===== src/rtl/core_pkg.sv =====
// Shared core definitions: MEM-stage handshake FSM states and writeback
// result-select encodings.
package core_pkg;

  typedef enum logic {
    ST_IDLE = 1'b0,
    ST_WAIT = 1'b1
  } mem_state_t;

  localparam logic [1:0] RES_ALU  = 2'b00;
  localparam logic [1:0] RES_LOAD = 2'b01;
  localparam logic [1:0] RES_PC4  = 2'b10;
  localparam logic [1:0] RES_IMM  = 2'b11;

endpackage


===== src/rtl/dmem_ctrl.sv =====
// Data-memory request/acknowledge handshake for the MEM stage.
// Holds the request until ack and stalls the pipeline meanwhile.
module dmem_ctrl
  import core_pkg::*;
(
  input  logic clk,
  input  logic reset,
  input  logic access,
  input  logic misalign_req,
  input  logic dmem_ack,
  output logic dmem_req,
  output logic mem_stall,
  output logic mem_misalign,
  output logic done
);

  mem_state_t state, state_next;

  always_ff @(posedge clk) begin
    if (reset) state <= ST_IDLE;
    else       state <= state_next;
  end

  always_comb begin
    state_next = state;
    case (state)
      ST_IDLE: if (access && !misalign_req && !dmem_ack) state_next = ST_WAIT;
      ST_WAIT: if (dmem_ack) state_next = ST_IDLE;
      default: state_next = ST_IDLE;
    endcase
  end

  // Outputs are forced low during reset so an abandoned access drops at once.
  always_comb begin
    dmem_req     = 1'b0;
    mem_stall    = 1'b0;
    mem_misalign = 1'b0;
    if (!reset) begin
      case (state)
        ST_IDLE: begin
          if (access) begin
            if (misalign_req) begin
              mem_misalign = 1'b1;
            end else begin
              dmem_req  = 1'b1;
              mem_stall = !dmem_ack;
            end
          end
        end
        ST_WAIT: begin
          dmem_req  = 1'b1;
          mem_stall = !dmem_ack;
        end
        default: ;
      endcase
    end
  end

  // An ack only counts while a request is actually on the bus.
  assign done = dmem_req & dmem_ack;

endmodule


===== src/rtl/stage_memory.sv =====
// Pipeline MEM stage: drives the data-memory bus and holds the MEM/WB register.
// Optional misaligned-access trapping is enabled with `define MEM_MISALIGN_EN.
module stage_memory
  import core_pkg::*;
(
  input  logic        clk,
  input  logic        reset,
  input  logic        wb_clear,
  input  logic        mem_reg_write,
  input  logic        mem_mem_write,
  input  logic        mem_mem_read,
  input  logic [1:0]  mem_result_src,
  input  logic [31:0] mem_alu_result,
  input  logic [31:0] mem_write_data,
  input  logic [31:0] mem_pc_plus_4,
  input  logic [31:0] mem_imm_ext,
  input  logic [4:0]  mem_rd,
  output logic        dmem_req,
  output logic        dmem_we,
  output logic [31:0] dmem_addr,
  output logic [31:0] dmem_wdata,
  input  logic [31:0] dmem_rdata,
  input  logic        dmem_ack,
  output logic        mem_stall,
  output logic        mem_misalign,
  output logic        wb_reg_write,
  output logic [1:0]  wb_result_src,
  output logic [31:0] wb_alu_result,
  output logic [31:0] wb_read_data,
  output logic [31:0] wb_pc_plus_4,
  output logic [31:0] wb_imm_ext,
  output logic [4:0]  wb_rd
);

  logic access;
  logic misalign_req;
  logic done;

  assign access     = mem_mem_read | mem_mem_write;
  assign dmem_addr  = mem_alu_result;
  assign dmem_wdata = mem_write_data;
  assign dmem_we    = mem_mem_write;

`ifdef MEM_MISALIGN_EN
  assign misalign_req = access & (mem_alu_result[1:0] != 2'b00);
`else
  assign misalign_req = 1'b0;
`endif

  dmem_ctrl u_dmem_ctrl (
    .clk          (clk),
    .reset        (reset),
    .access       (access),
    .misalign_req (misalign_req),
    .dmem_ack     (dmem_ack),
    .dmem_req     (dmem_req),
    .mem_stall    (mem_stall),
    .mem_misalign (mem_misalign),
    .done         (done)
  );

  // Reset, wb_clear and stall all load the same all-zero bubble.
  always_ff @(posedge clk) begin
    if (reset || wb_clear || mem_stall) begin
      wb_reg_write  <= 1'b0;
      wb_result_src <= '0;
      wb_alu_result <= '0;
      wb_read_data  <= '0;
      wb_pc_plus_4  <= '0;
      wb_imm_ext    <= '0;
      wb_rd         <= '0;
    end else begin
      wb_reg_write  <= mem_reg_write & ~mem_misalign;
      wb_result_src <= mem_result_src;
      wb_alu_result <= mem_alu_result;
      wb_pc_plus_4  <= mem_pc_plus_4;
      wb_imm_ext    <= mem_imm_ext;
      wb_rd         <= mem_rd;
      if (done && mem_mem_read) wb_read_data <= dmem_rdata;
    end
  end

endmodule


===== config.mk =====
export PLATFORM = sky130hd
export DESIGN_NAME = stage_memory
export DESIGN_NICKNAME = d
export VERILOG_FILES = /design/src/rtl/core_pkg.sv /design/src/rtl/dmem_ctrl.sv /design/src/rtl/stage_memory.sv
export SDC_FILE = /design/constraint.sdc
export NUM_CORES = 1
export LEC_CHECK = 0
export ABC_AREA = 1
export BUFFER_PORTS_ARGS = -buffer_cell sky130_fd_sc_hd__buf_2
export CORE_AREA = 2 2 145 147
export DETAILED_ROUTE_END_ITERATION = 8
export DIE_AREA = 0 0 147 149
export GPL_ROUTABILITY_DRIVEN = 0
export SLEW_MARGIN = 20
export SYNTH_ARGS = -nofsm -noshare
export SYNTH_HDL_FRONTEND = slang
export SYNTH_SLANG_ARGS = --single-unit

===== constraint.sdc =====
create_clock -name clk -period 1.1 [get_ports clk]
set_input_delay 0.22 -clock clk [delete_from_list [all_inputs] [get_ports clk]]
set_output_delay 0.22 -clock clk [all_outputs]
set_load 0.01 [all_outputs]

==> results.txt, run 1 <==
The slack of the critical path is -0.2753 ns. Setup violations remaining at the end of the flow were counted as 138. The die covers 21900 um2.

By area the synthesized netlist is led by sky130_fd_sc_hd__dfxtp_1 (54%), sky130_fd_sc_hd__inv_1 (13%), sky130_fd_sc_hd__nor2_1 (12%), sky130_fd_sc_hd__buf_4 (9.8%), sky130_fd_sc_hd__nor2_2 (5.0%). The required time at the worst-slack endpoint came out at 1.40 ns. The instance count along the most critical hold path is 3. The clock-pin slew reported for the worst setup and hold paths after clock tree synthesis is 0.07 ns. STA classifies the critical path endpoint as a flop. Entering global routing, the biggest net connects 39 pins. The number of clock sinks is 137. The clock tree synthesis step divided the H-tree into 4 levels. The worst setup timing slack at the placement stage is -0.1282 ns. Among all flip-flop cells after synthesis, the most frequent one is sky130_fd_sc_hd__dfxtp_1.

The overall track demand over capacity in global routing came out at 0.1374. The deepest clock path buffer count came out at 2. The summed instance area of the synthesized netlist came out at 5054 um2. Timing would allow up to 727.1 MHz.

The root buffer cell chosen for the clock tree is sky130_fd_sc_hd__clkbuf_16. Ranked by instance count, the synthesized netlist is headed by sky130_fd_sc_hd__inv_1 (173), sky130_fd_sc_hd__nor2_1 (162), sky130_fd_sc_hd__dfxtp_1 (137). The final route contains 4517 vias. TritonCTS built the clock tree. The total count of hold-check failures in the final report came out at 0. The average cell area after synthesis came out at 7.933 um2. Among all cell types in the netlist, the one instantiated most often is sky130_fd_sc_hd__inv_1.

The post-synthesis sequential element count came out at 137. The startpoint identified for the worst hold timing path is mem_imm_ext[5]. The fraction of registers with async set/reset came out at 0. The filler cell count came out at 1992. The maximum fanout along the worst path came out at 8. The end-of-flow core utilization is 0.4304. The fraction of layout cells with a size suffix above 1 is 0.5956. The post-route clock skew came out at 0.007837 ns. The final antenna-violating net count came out at 0. For this design the ratio of total power to cell area is 1423 nW/um2.

Dividing the detail-routed via count by the number of cells gives 3.666. The first global-routing pass estimated 22690 um of wire. The number of global-route vias before repair was 4222. The final reports fail on negative setup slack.

The area of the placeable core is 20560 um2. The growth of design area from synthesis to finish came out at 75.07%. The number of distinct library cells after synthesis came out at 13. Wires add up to 15940 um. The number of inserted diodes came out at 0. The number of antenna violations at the first check in global routing is 0. The flow ran to the end, but the final reports show violations. Setup repair after global routing could not meet its margin everywhere.

By startpoint and endpoint, the worst setup path is classified as reg2reg. The DRC violation total after the first TritonRoute iteration is 62. The initial core utilization is 0.2458. The remaining design rule violation count came out at 0. The library cell occupying the most area in the post-synthesis netlist is sky130_fd_sc_hd__dfxtp_1.

The worst ir drop on vdd is 0.0008599 V. The overflow left after global routing is 0. The proportion of synthesized chip area in sequential cells is 0.5427. Once layout is done, the placed cells without fillers occupy 8847 um2. In this run the horizontal extent of the chip is 147 um. In this run, synthesis inferred 0 flip-flops with an integrated enable. The post-layout minimum cycle time came out at 1.375 ns. The count of mapped cells out of synthesis came out at 637. The total number of yosys warnings came out at 0. The data arrival time of the critical path came out at 1.68 ns. The post-place instance area came out at 6501 um2. The clock latency of the later-clocked register in the worst-skew pair came out at 0.41 ns. The die height is 149 um. The number of rows created at floorplan is 53.

The total nets after synthesis is 811. Of the available clock period, the critical path in the final layout requires 1.250. The post-layout total power is 12.59 mW. The count of pins over their slew limit came out at 0. The count of boundary I/O pins is 378.

The tool flagged a number of max-cap violations equal to 0. The total clock buffers created by CTS is 17. Port buffering added 312 buffers. The number of nets at the end of the flow is 1118. In this run the worst hold path is classified as in2reg. The leakage power is 4.844 nW. The worst register-to-register path ends at wb_read_data[30]. The startpoint identified for the worst register-to-register timing path is u_dmem_ctrl.state. The tightest hold margin came out at 0.01927 ns. The capture endpoint of the worst hold path is wb_imm_ext[5].

The share of synthesized area in the top cell type comes to 0.5427. The slack of the worst reg-to-reg path came out at -0.28 ns. The worst reg2reg path depth is 9.

STA classifies the critical path startpoint as a flop. The detailed-route wire length per cell came out at 12.94 um. The first-pass iteration count of the detailed router is 4. The HPWL reported at the end of detailed placement came out at 11040 um.
## where the power goes
group          internal [mW]  leakage (nW)  switching, mW
clock network           3.26         0.296           2.52
registers               5.14          1.16         0.0653
logic                  0.838          3.39          0.766
total                   9.24          4.84           3.35
## state kept, by name, indices dropped and copies added, names as in the netlist
register           count
wb_alu_result         32
wb_imm_ext            32
wb_reg_write           1
wb_result_src          2
u_dmem_ctrl.state      1
wb_pc_plus_4          32
wb_rd                  5
wb_read_data          32
## critical path, stage by stage, from the launching register on
cell                        delay (ns)
sky130_fd_sc_hd__dfxtp_2          0.32
sky130_fd_sc_hd__inv_2            0.04
sky130_fd_sc_hd__nand2_4          0.07
sky130_fd_sc_hd__nand3_4          0.06
sky130_fd_sc_hd__buf_4            0.14
sky130_fd_sc_hd__buf_6            0.12
sky130_fd_sc_hd__nand2_8          0.12
sky130_fd_sc_hd__buf_12           0.16
sky130_fd_sc_hd__clkbuf_16        0.18
sky130_fd_sc_hd__nor2_1           0.04
## cell type report
cell class                      instances  area (um2)  area share
Multi-Input combinational cell        241        1405      0.1588
Clock buffer                           17       425.4     0.04808
Clock inverter                         15       167.7     0.01895
Inverter                              174       653.1     0.07382
Sequential cell                       137        2851      0.3223
Timing Repair Buffer                  373        3000      0.3391
Tap cell                              275       344.1     0.03889
## layer usage
layer | vias to the layer above | share of wire | GRT usage
met2 | 200 | 0.51 | 0.2366
met3 | 57 | 0.070 | 0.04281
met5 | - | 0 | 0
li1 | 2296 | - | -
met4 | 0 | 0.047 | 0.08221
met1 | 1964 | 0.38 | 0.1490
## what timing repair did
action,in CTS,in global routing
setup endpoints to repair,168,249
cloned,6,4
pin swaps,1,23
hold buffers,26,0
endpoints found under the hold margin,26,0
buffers inserted,8,6
gates resized for setup,120,206
## placed cells by master, fill, tap and decap left out
cell type and count:
sky130_fd_sc_hd__buf_2 222, sky130_fd_sc_hd__inv_1 171, sky130_fd_sc_hd__nor2_1 106, sky130_fd_sc_hd__buf_6 98
sky130_fd_sc_hd__dfxtp_2 87, sky130_fd_sc_hd__nor2_2 56, sky130_fd_sc_hd__dfxtp_1 50, sky130_fd_sc_hd__nor2_4 40
sky130_fd_sc_hd__nand2_1 33, sky130_fd_sc_hd__dlygate4sd3_1 26, sky130_fd_sc_hd__clkbuf_16 21, sky130_fd_sc_hd__inv_6 7
sky130_fd_sc_hd__buf_12 7, sky130_fd_sc_hd__inv_8 6, sky130_fd_sc_hd__buf_16 6, sky130_fd_sc_hd__buf_8 6
sky130_fd_sc_hd__buf_4 4, sky130_fd_sc_hd__inv_2 3, sky130_fd_sc_hd__nand2_8 2, sky130_fd_sc_hd__nand2_4 1
sky130_fd_sc_hd__nand3_4 1, sky130_fd_sc_hd__nand3_2 1, sky130_fd_sc_hd__conb_1 1, sky130_fd_sc_hd__bufinv_16 1
sky130_fd_sc_hd__clkinv_4 1
## how the worst max path moves through the flow
stage	cells after the start	end	slack [ns]	start
after floorplan	7	wb_alu_result[0]	0.05	u_dmem_ctrl.state
after global placement	7	wb_read_data[21]	-0.07	mem_mem_read
after detailed placement	7	wb_alu_result[29]	-0.13	mem_mem_read
after CTS	6	mem_stall	-0.31	u_dmem_ctrl.state
after global routing	6	mem_stall	-0.34	u_dmem_ctrl.state
final	9	wb_read_data[30]	-0.28	u_dmem_ctrl.state
## per-stage QoR
step / TNS [ns] / std cells
CTS: -15.04 / 1226
global placement: -5.472 / 1154
detailed placement: -11.95 / 1154
finish: -26.16 / 1232
global route: -32.93 / 1232
floorplan: 0 / 637
## logic make-up after synthesis
kind of cell	share of synthesized area
other cells	0.0007420
buf+inv	0.2563
flops	0.5427
simple gates	0.2003
(Power assumes the default switching activity.)
==> run 2, diff against run 1 <==
--- a/config.mk
+++ b/config.mk
@@ -7,11 +7,12 @@
 export LEC_CHECK = 0
 export ABC_AREA = 1
 export BUFFER_PORTS_ARGS = -buffer_cell sky130_fd_sc_hd__buf_2
-export CORE_AREA = 2 2 145 147
+export CORE_AREA = 2 2 146 148
 export DETAILED_ROUTE_END_ITERATION = 8
-export DIE_AREA = 0 0 147 149
+export DIE_AREA = 0 0 148 150
 export GPL_ROUTABILITY_DRIVEN = 0
 export SLEW_MARGIN = 20
 export SYNTH_ARGS = -nofsm -noshare
 export SYNTH_HDL_FRONTEND = slang
+export SYNTH_HIERARCHICAL = 1
 export SYNTH_SLANG_ARGS = --single-unit
==> run 2 against run 1 <==
  * The flow still finishes with violations (negative setup slack)
  * Clock-buffer cell count is 1 higher
  * Cell count is 7.0% lower
  * Die area is 1.4% higher
  * Clock skew is 0.0028 ns lower
  * Synthesized cell count is 14% lower
  * Via count is 3.9% lower
  * Clock power is 13% higher
  * Sequential share of layout area is 1.6 points higher
  * Critical path depth is 1 higher
  * Power is 4.5% higher
==> results.txt, run 2 <==
The fraction of registers with async set/reset is 0. The maximum level of the CTS H-tree is 4. The post-synthesis sequential element count came out at 137. The area of the placeable core is 20690 um2. The number of global-route vias before repair is 4096. The capture endpoint of the worst hold path is wb_rd[0].

Of the total power, combinational logic draws 0.109. The count of mapped cells out of synthesis is 549. The design draws 13.16 mW. The number of nets at the end of the flow is 1032.

The tree is rooted in a sky130_fd_sc_hd__clkbuf_16. The die height came out at 150 um. The post-layout minimum cycle time is 1.386 ns. The floorplan step defined a die boundary enclosing 22200 um2.

The post-route clock skew is 0.005077 ns. The fraction of post-synthesis cell area in the top cell type by area is 0.5841. Leaving out filler cells and counting taps, the final layout contains 1146. The number of port buffers is 312.

Broken down by cell family, the worst path's largest delay share belongs to buffers and inverters. The setup violation total in the final timing report is 140. The tightest hold margin is 0.01513 ns.

The required time at the worst-slack endpoint is 1.44 ns. The final sum of negative setup slack came out at -31.21 ns. Among all cell types in the netlist, the one instantiated most often is sky130_fd_sc_hd__dfxtp_1. Internal power comes to 10.14 mW.

The worst setup path is launched from a flop. The slack of the worst reg-to-reg path is -0.29 ns. After filler insertion, the fill cell instance count of the layout stands at 2029. The slack of the critical path came out at -0.2860 ns. The delay of the slowest critical-path stage is 0.31 ns.

The total count of hold-check failures in the final report came out at 0. Walking the worst path, the cells encountered are inv_2, nand2_2, nand3_4, nor2_4, buf_6, nor2_4, nand2_4, buf_8, buf_16, a21oi_1. The final antenna-violating net count is 0. The startpoint identified for the worst hold timing path is mem_rd[0]. By area the synthesized netlist is led by sky130_fd_sc_hd__dfxtp_1 (58%), sky130_fd_sc_hd__buf_4 (10%), sky130_fd_sc_hd__inv_1 (8.7%), sky130_fd_sc_hd__nor2_1 (8.6%), sky130_fd_sc_hd__nand3_1 (3.5%). The total clock buffers created by CTS came out at 17. The instance count along the most critical hold path came out at 3. The DRC violation total after the first TritonRoute iteration is 126. The data arrival time of the critical path is 1.73 ns.

The most used flip-flop cell after synthesis is sky130_fd_sc_hd__dfxtp_1. The library cell occupying the most area in the post-synthesis netlist is sky130_fd_sc_hd__dfxtp_1. The CTS tree is built.

The number of maximum-capacitance violations came out at 0. From left edge to right edge, the die measures 148 um. The worst-margin pin slew is 0.6158 ns. The remaining design rule violation count came out at 0. The number of inserted diodes is 0. The average cell area after synthesis came out at 8.553 um2. The library cell used most frequently in the layout, excluding fill and tap cells, is sky130_fd_sc_hd__buf_2. In the layout the commonest cells are sky130_fd_sc_hd__buf_2 (246), sky130_fd_sc_hd__inv_1 (107), sky130_fd_sc_hd__dfxtp_1 (77), sky130_fd_sc_hd__nor2_1 (75), sky130_fd_sc_hd__buf_6 (70). The number of antenna violations at the first check in global routing is 0.

The final worst-path cycle share came out at 1.260. The final reports fail on negative setup slack. The number of cells in the design after placement is 1061. The first global-routing pass estimated 21450 um of wire.

When the netlist entered floorplanning its net count stood at 723. The worst hold path belongs to the class in2reg. The power per cell area came out at 1576 nW/um2. The worst slew margin relative to its limit came out at 0.5895. In this design, the critical path's most frequently occurring cell is sky130_fd_sc_hd__nor2_4.

The origin of the critical flop-to-flop path is u_dmem_ctrl/state. The proportion of total power due to net switching came out at 0.2293. In the synthesized netlist, the cells that appear most often are sky130_fd_sc_hd__dfxtp_1 (137), sky130_fd_sc_hd__inv_1 (109), sky130_fd_sc_hd__nor2_1 (107). The clock network power share came out at 0.497. The number of rows created at floorplan is 53. Setup repair after global routing could not meet its margin everywhere. The clock-pin slew reported for the worst setup and hold paths after clock tree synthesis came out at 0.06 ns. The element type at the critical path end is a flop. The number of vias per cell came out at 3.790. The longest clock path from root to sink contains 2 buffers. The fraction of layout cells with a size suffix above 1 came out at 0.6165.

The total number of yosys warnings is 6. The run finished, with violations left. On the critical path, the stage with the largest delay is an instance of sky130_fd_sc_hd__dfxtp_2. The count of pins over their slew limit came out at 0. The post-place instance area came out at 6143 um2.

The kind of critical path is reg2reg. The overflow left after global routing came out at 0. The largest net degree at the start of global routing came out at 34. The capture instance of the worst register-to-register path is wb_read_data[0].

The initial core utilization is 0.2270. Counting every sink on the clock net gives 137. The buffering stage count on the worst path with inverters included came out at 4.

The growth of design area from synthesis to finish came out at 77.72%. The maximum fanout along the worst path came out at 15. For this run, the top clock speed supported by timing is 721.5 MHz. For this design the total switching power over the nets is 3.017 mW. The worst ir drop on vdd came out at 0.0008751 V.

The overall track demand over capacity in global routing is 0.1256. For the worst-skew pair, the clock arrives at the later sink with an insertion delay of 0.41 ns. The detailed-route wire length per cell is 13.59 um. Summed over all layers, the routed wires come to 15580 um.

The first-pass iteration count of the detailed router is 4. The total via count after detailed routing came out at 4343. The HPWL reported at the end of detailed placement came out at 10110 um. The count of flip-flops with a built-in enable after synthesis came out at 0. Of the total power, registers draw 0.394. The number of distinct library cells after synthesis is 17. The post-route cell area came out at 8346 um2.

The worst reg2reg path depth is 10. In this run the static leakage power is 4.259 nW. Pin placement for this block handled 378 I/O pins. The proportion of synthesized chip area in sequential cells is 0.5841. The mapped netlist covers 4696 um2.
run 2: changes by cell type in the layout (fill, tap and decap cells not counted), moves of 13 or more:
cell and delta:
sky130_fd_sc_hd__inv_1 -64, sky130_fd_sc_hd__nor2_4 -32, sky130_fd_sc_hd__nor2_1 -31, sky130_fd_sc_hd__nor2_2 -31, sky130_fd_sc_hd__dfxtp_2 -29, sky130_fd_sc_hd__buf_6 -28
sky130_fd_sc_hd__dfxtp_1 +27, sky130_fd_sc_hd__buf_2 +24, sky130_fd_sc_hd__a21oi_2 +23, sky130_fd_sc_hd__buf_4 +18, sky130_fd_sc_hd__nand3_1 +17, sky130_fd_sc_hd__nand2_1 -13
sky130_fd_sc_hd__nand2_2 +13
run 2: logic make-up (layout without fill, tap and decap cells):
kind of cell,count (synthesis),after routing,synth area share
other,1,1,0.0007986
and+or+nand+nor,180,180,0.1569
DFF,137,137,0.5841
buffers and inverters,199,521,0.2241
AOI/OAI and AO/OA,32,32,0.03411
run 2: what timing repair did:
item	in CTS	in global routing
hold endpoints to repair	24	2
pin swaps	25	15
hold buffers	24	2
endpoints found under the setup margin	177	223
resized for setup	101	150
cloned	5	4
buffers inserted	8	11
run 2: how the worst max path moves through the flow:
stage                       from                to  slack, ns  depth (start not counted)
2_1_floorplan       mem_mem_read  wb_alu_result[0]      -0.44                         12
3_3_place_gp        mem_mem_read   wb_read_data[8]      -0.45                         10
3_5_place_dp        mem_mem_read  wb_read_data[10]      -0.47                         10
4_1_cts        u_dmem_ctrl/state   wb_read_data[6]      -0.33                         10
5_1_grt        u_dmem_ctrl/state   wb_read_data[6]      -0.38                         10
6_report       u_dmem_ctrl/state   wb_read_data[0]      -0.29                         10
run 2: cell type report:
cell class | count | area [um2] | share of cell area
Clock inverter | 14 | 244.0 | 0.02924
Clock buffer | 18 | 429.2 | 0.05142
Tap cell | 275 | 344.1 | 0.04123
Sequential cell | 137 | 2823 | 0.3382
Timing Repair Buffer | 380 | 2798 | 0.3352
Multi-Input combinational cell | 213 | 1299 | 0.1556
Inverter | 109 | 409.1 | 0.04903
run 2: power groups by stage:
stage	Combinational, mW	Clock, mW	Sequential, mW
2_1_floorplan	0.566	0	5.37
3_3_place_gp	1.03	0	5.27
3_5_place_dp	1.03	0	5.28
4_1_cts	1.26	6.74	5.17
5_1_grt	1.55	6.99	5.20
6_report	1.43	6.54	5.19
run 2: stage by stage:
step	util	setup slack [ns]
5_1_grt	0.4034	-0.3811
6_report	0.4034	-0.2860
2_1_floorplan	-	-0.4403
3_5_place_dp	0.2969	-0.4721
3_3_place_gp	0.2969	-0.4451
4_1_cts	0.3690	-0.3271
run 2: tightest hold or removal path, stage by stage:
cell and delay (ns):
sky130_fd_sc_hd__buf_2 0.09, sky130_fd_sc_hd__inv_1 0.04, sky130_fd_sc_hd__nor2_1 0.03
run 2: routing by layer:
metal | vias to the layer above | wire (um) | GRT usage
li1 | 2161 | - | -
met3 | 33 | 954 | 0.03659
met4 | 0 | 343 | 0.05476
met1 | 1976 | 6284 | 0.1477
met5 | - | 0 | 0
met2 | 173 | 7996 | 0.2130
==> run 3, diff against run 2 <==
--- a/config.mk
+++ b/config.mk
@@ -7,10 +7,14 @@
 export LEC_CHECK = 0
 export ABC_AREA = 1
 export BUFFER_PORTS_ARGS = -buffer_cell sky130_fd_sc_hd__buf_2
-export CORE_AREA = 2 2 146 148
+export CAP_MARGIN = 20
+export CELL_PAD_IN_SITES_DETAIL_PLACEMENT = 0
+export CELL_PAD_IN_SITES_GLOBAL_PLACEMENT = 1
+export CORE_MARGIN = 1.5
+export CORE_UTILIZATION = 23
 export DETAILED_ROUTE_END_ITERATION = 8
-export DIE_AREA = 0 0 148 150
 export GPL_ROUTABILITY_DRIVEN = 0
+export PLACE_DENSITY_LB_ADDON = 0.1
 export SLEW_MARGIN = 20
 export SYNTH_ARGS = -nofsm -noshare
 export SYNTH_HDL_FRONTEND = slang
==> run 3 against run 2 <==
  * The run still ends with negative setup slack left
  * Combinational power up 11%
  * Clock power down 13%
  * Clock skew is 0.0081 ns higher
  * Wire length grew 7.7%
  * Power fell by 5.4%
  * Setup slack got worse by 0.013 ns
  * Final area increased by 3.9%
  * Worst hold slack better by 0.00060 ns
  * Highest routed layer unchanged
==> results.txt, run 3 (synthesis results as in run 2) <==
The flow ran to the end, but the final reports show violations. The checks that failed: negative setup slack. The post-route cell area came out at 8670 um2. The post-place instance area is 6147 um2. The power share of the sequential group came out at 0.418. The final antenna-violating net count came out at 0. By startpoint and endpoint, the worst setup path is classified as reg2reg. At the end of the flow the core is filled with cells to 0.4312. In the global route stage, met3 resource usage came out at 0.05737.

The DRC violation total after the first TritonRoute iteration is 87. The slack of the worst reg-to-reg path is -0.30 ns. The remaining design rule violation count is 0. The number of clock sinks came out at 137. The proportion of total power due to net switching is 0.2422.

Entering global routing, the biggest net connects 34 pins. The slack of the critical path came out at -0.2992 ns. The clock tree synthesis step divided the H-tree into 4 levels.

The clock network power share is 0.454. In the final layout, the share of cells above drive strength 1 is 0.5958. After global routing, the most crowded layer is met2.

The number of antenna violations at the first check in global routing is 0. Dividing the final minimum period by the clock period gives 1.272. The die is 145.9 um tall. For the worst setup path, the data arrival time is 1.74 ns. The number of nets at the end of the flow is 1065. Among all stages on the critical path, the largest delay is contributed by sky130_fd_sc_hd__dfxtp_2. The worst register-to-register path begins at u_dmem_ctrl/state. The post-route clock skew is 0.01320 ns. On the worst path, the slowest cell contributes a delay of 0.31 ns. The maximum fanout along the worst path came out at 10. Once detailed placement completed, the half-perimeter wirelength came to 11000 um. In this run the tool buffered the top-level ports with 312 buffer cells. The total clock buffers created by CTS came out at 17. The number of global-route vias before repair is 4468. The clock reaches the later pin of the worst-skew pair after 0.42 ns.

In the layout the commonest cells are sky130_fd_sc_hd__buf_2 (223), sky130_fd_sc_hd__inv_1 (107), sky130_fd_sc_hd__buf_6 (96), sky130_fd_sc_hd__dfxtp_2 (87), sky130_fd_sc_hd__nor2_1 (84). The post-layout minimum cycle time came out at 1.399 ns. The cell count along the critical path is 10. The min-delay analysis places its worst path in the category in2reg. Max-cap violations in this run came to 0.

The required time at the worst-slack endpoint is 1.44 ns. The growth of design area from synthesis to finish came out at 84.63%. In this run the power density over the cells is 1436 nW/um2. Fill cells in the final layout number 2045. The number of cells in the design after placement came out at 1058. The total routed wirelength is 16780 um. Setup repair after global routing could not meet its margin everywhere. The launch instance of the worst min-delay path is mem_imm_ext[22]. The met1 global-route usage is 0.1505. Based on the critical path, the design can be clocked at up to 714.7 MHz.

Excluding fillers, the count of instances in the completed layout stands at 1173. The first detailed-routing pass ran for 5 iterations. The global-route wire length before repair came out at 23520 um. The count of pins over their slew limit was 0. The power spent charging and discharging nets came out at 3.016 mW.

Traced cell by cell, the critical path runs through inv_2, nand2_2, nand3_4, nor2_4, buf_6, nor2_4, nand2_4, buf_8, buf_12, a21oi_1. The die area is 21280 um2. In this run the worst setup path begins at u_dmem_ctrl/state. The count of boundary I/O pins came out at 378. STA classifies the critical path endpoint as a flop. The clock-pin slew reported for the worst setup and hold paths after clock tree synthesis is 0.06 ns.

Counting both buffers and inverters, the worst setup path holds a total of 4. Setup violations remaining at the end of the flow were counted as 138. In this design, the critical path's most frequently occurring cell is sky130_fd_sc_hd__nor2_4.

TritonCTS built the clock tree. The instance count along the most critical hold path is 3. The total count of hold-check failures in the final report was 0. The met2 track demand over resource came out at 0.2671. The worst ir drop on vdd is 0.001001 V. The internal power of the cells totals 9.436 mW. The number of inserted diodes came out at 0. The post-layout total power is 12.45 mW. The worst-margin pin slew is 0.5902 ns. The initial core utilization is 0.2336.

Registers take 2851 um2. The most common library cell in the layout ignoring fill and taps is sky130_fd_sc_hd__buf_2. The worst setup timing slack at the placement stage is -0.5606 ns. The category of cells accounting for the largest share of critical-path delay is buffers and inverters. The die is 145.9 um wide.

The multi-input combinational cells in the finished layout cover a total of 1102 um2. The overall track demand over capacity in global routing is 0.1468. The overflow left after global routing is 0. The worst reg2reg path depth is 10. The area of the placeable core came out at 20100 um2.

The tightest hold path in the finished design has a slack of 0.01573 ns. The detailed-route wire length per cell is 14.30 um. The number of rows created at floorplan is 52. In this run the deepest clock path goes through 2 buffers. The number of vias per cell came out at 3.893. The worst slew margin relative to its limit came out at 0.6035.

For this block, the via count after detailed routing is 4567. After routing, the total negative slack on setup checks comes to -33.44 ns. The cell at the root of the clock tree is sky130_fd_sc_hd__clkbuf_16. The combinational share of power is 0.127. STA classifies the critical path startpoint as a flop. The leakage power came out at 4.454 nW.
==> run 3: changes by cell type in the layout (fill, tap and decap cells not counted), sizes merged <==
cell,change
dlygate4sd3,+24
bufinv,-4
buf,+7
clkbuf,+3
bufbuf,-1
clkinv,+3
==> run 3: worst reg2reg max path: stages (launching register included) <==
cell and delay (ns):
sky130_fd_sc_hd__dfxtp_2 0.31, sky130_fd_sc_hd__inv_2 0.06, sky130_fd_sc_hd__nand2_2 0.07, sky130_fd_sc_hd__nand3_4 0.08, sky130_fd_sc_hd__nor2_4 0.04, sky130_fd_sc_hd__buf_6 0.11, sky130_fd_sc_hd__nor2_4 0.10, sky130_fd_sc_hd__nand2_4 0.12
sky130_fd_sc_hd__buf_8 0.17, sky130_fd_sc_hd__buf_12 0.15, sky130_fd_sc_hd__a21oi_1 0.12
==> run 3: worst paths after layout <==
check                                         to
worst max-delay path             wb_read_data[9]
worst min-delay path              wb_imm_ext[22]
worst max register to register   wb_read_data[9]
worst min register to register  wb_read_data[20]
==> run 3: power groups by stage <==
stage / logic [mW] / registers [mW] / clock network [mW]
detailed placement: 1.04 / 5.28 / 0
floorplan: 0.566 / 5.37 / 0
global route: 1.72 / 5.22 / 6.08
global placement: 1.04 / 5.28 / 0
CTS: 1.38 / 5.17 / 5.84
finish: 1.59 / 5.21 / 5.66
==> run 3: layer usage <==
metal	up-vias	routed length, um
li1	2226	-
met1	2097	6340
met2	224	8769
met3	20	1340
met4	0	325
met5	-	0
==> run 3: timing repair <==
item / CTS / global route
hold endpoints to repair: 46 / 4
pin swaps: 2 / 0
setup buffers: 8 / 11
hold buffers: 46 / 4
gates resized for setup: 86 / 189
cloned: 8 / 7
endpoints found under the setup margin: 194 / 264
==> run 3: layout make-up <==
class	instances	share of cell area
Timing Repair Buffer	413	0.3905
Sequential cell	137	0.3289
Multi-Input combinational cell	213	0.1271
Clock buffer	18	0.05066
Inverter	109	0.04719
Tap cell	270	0.03897
Clock inverter	13	0.01660
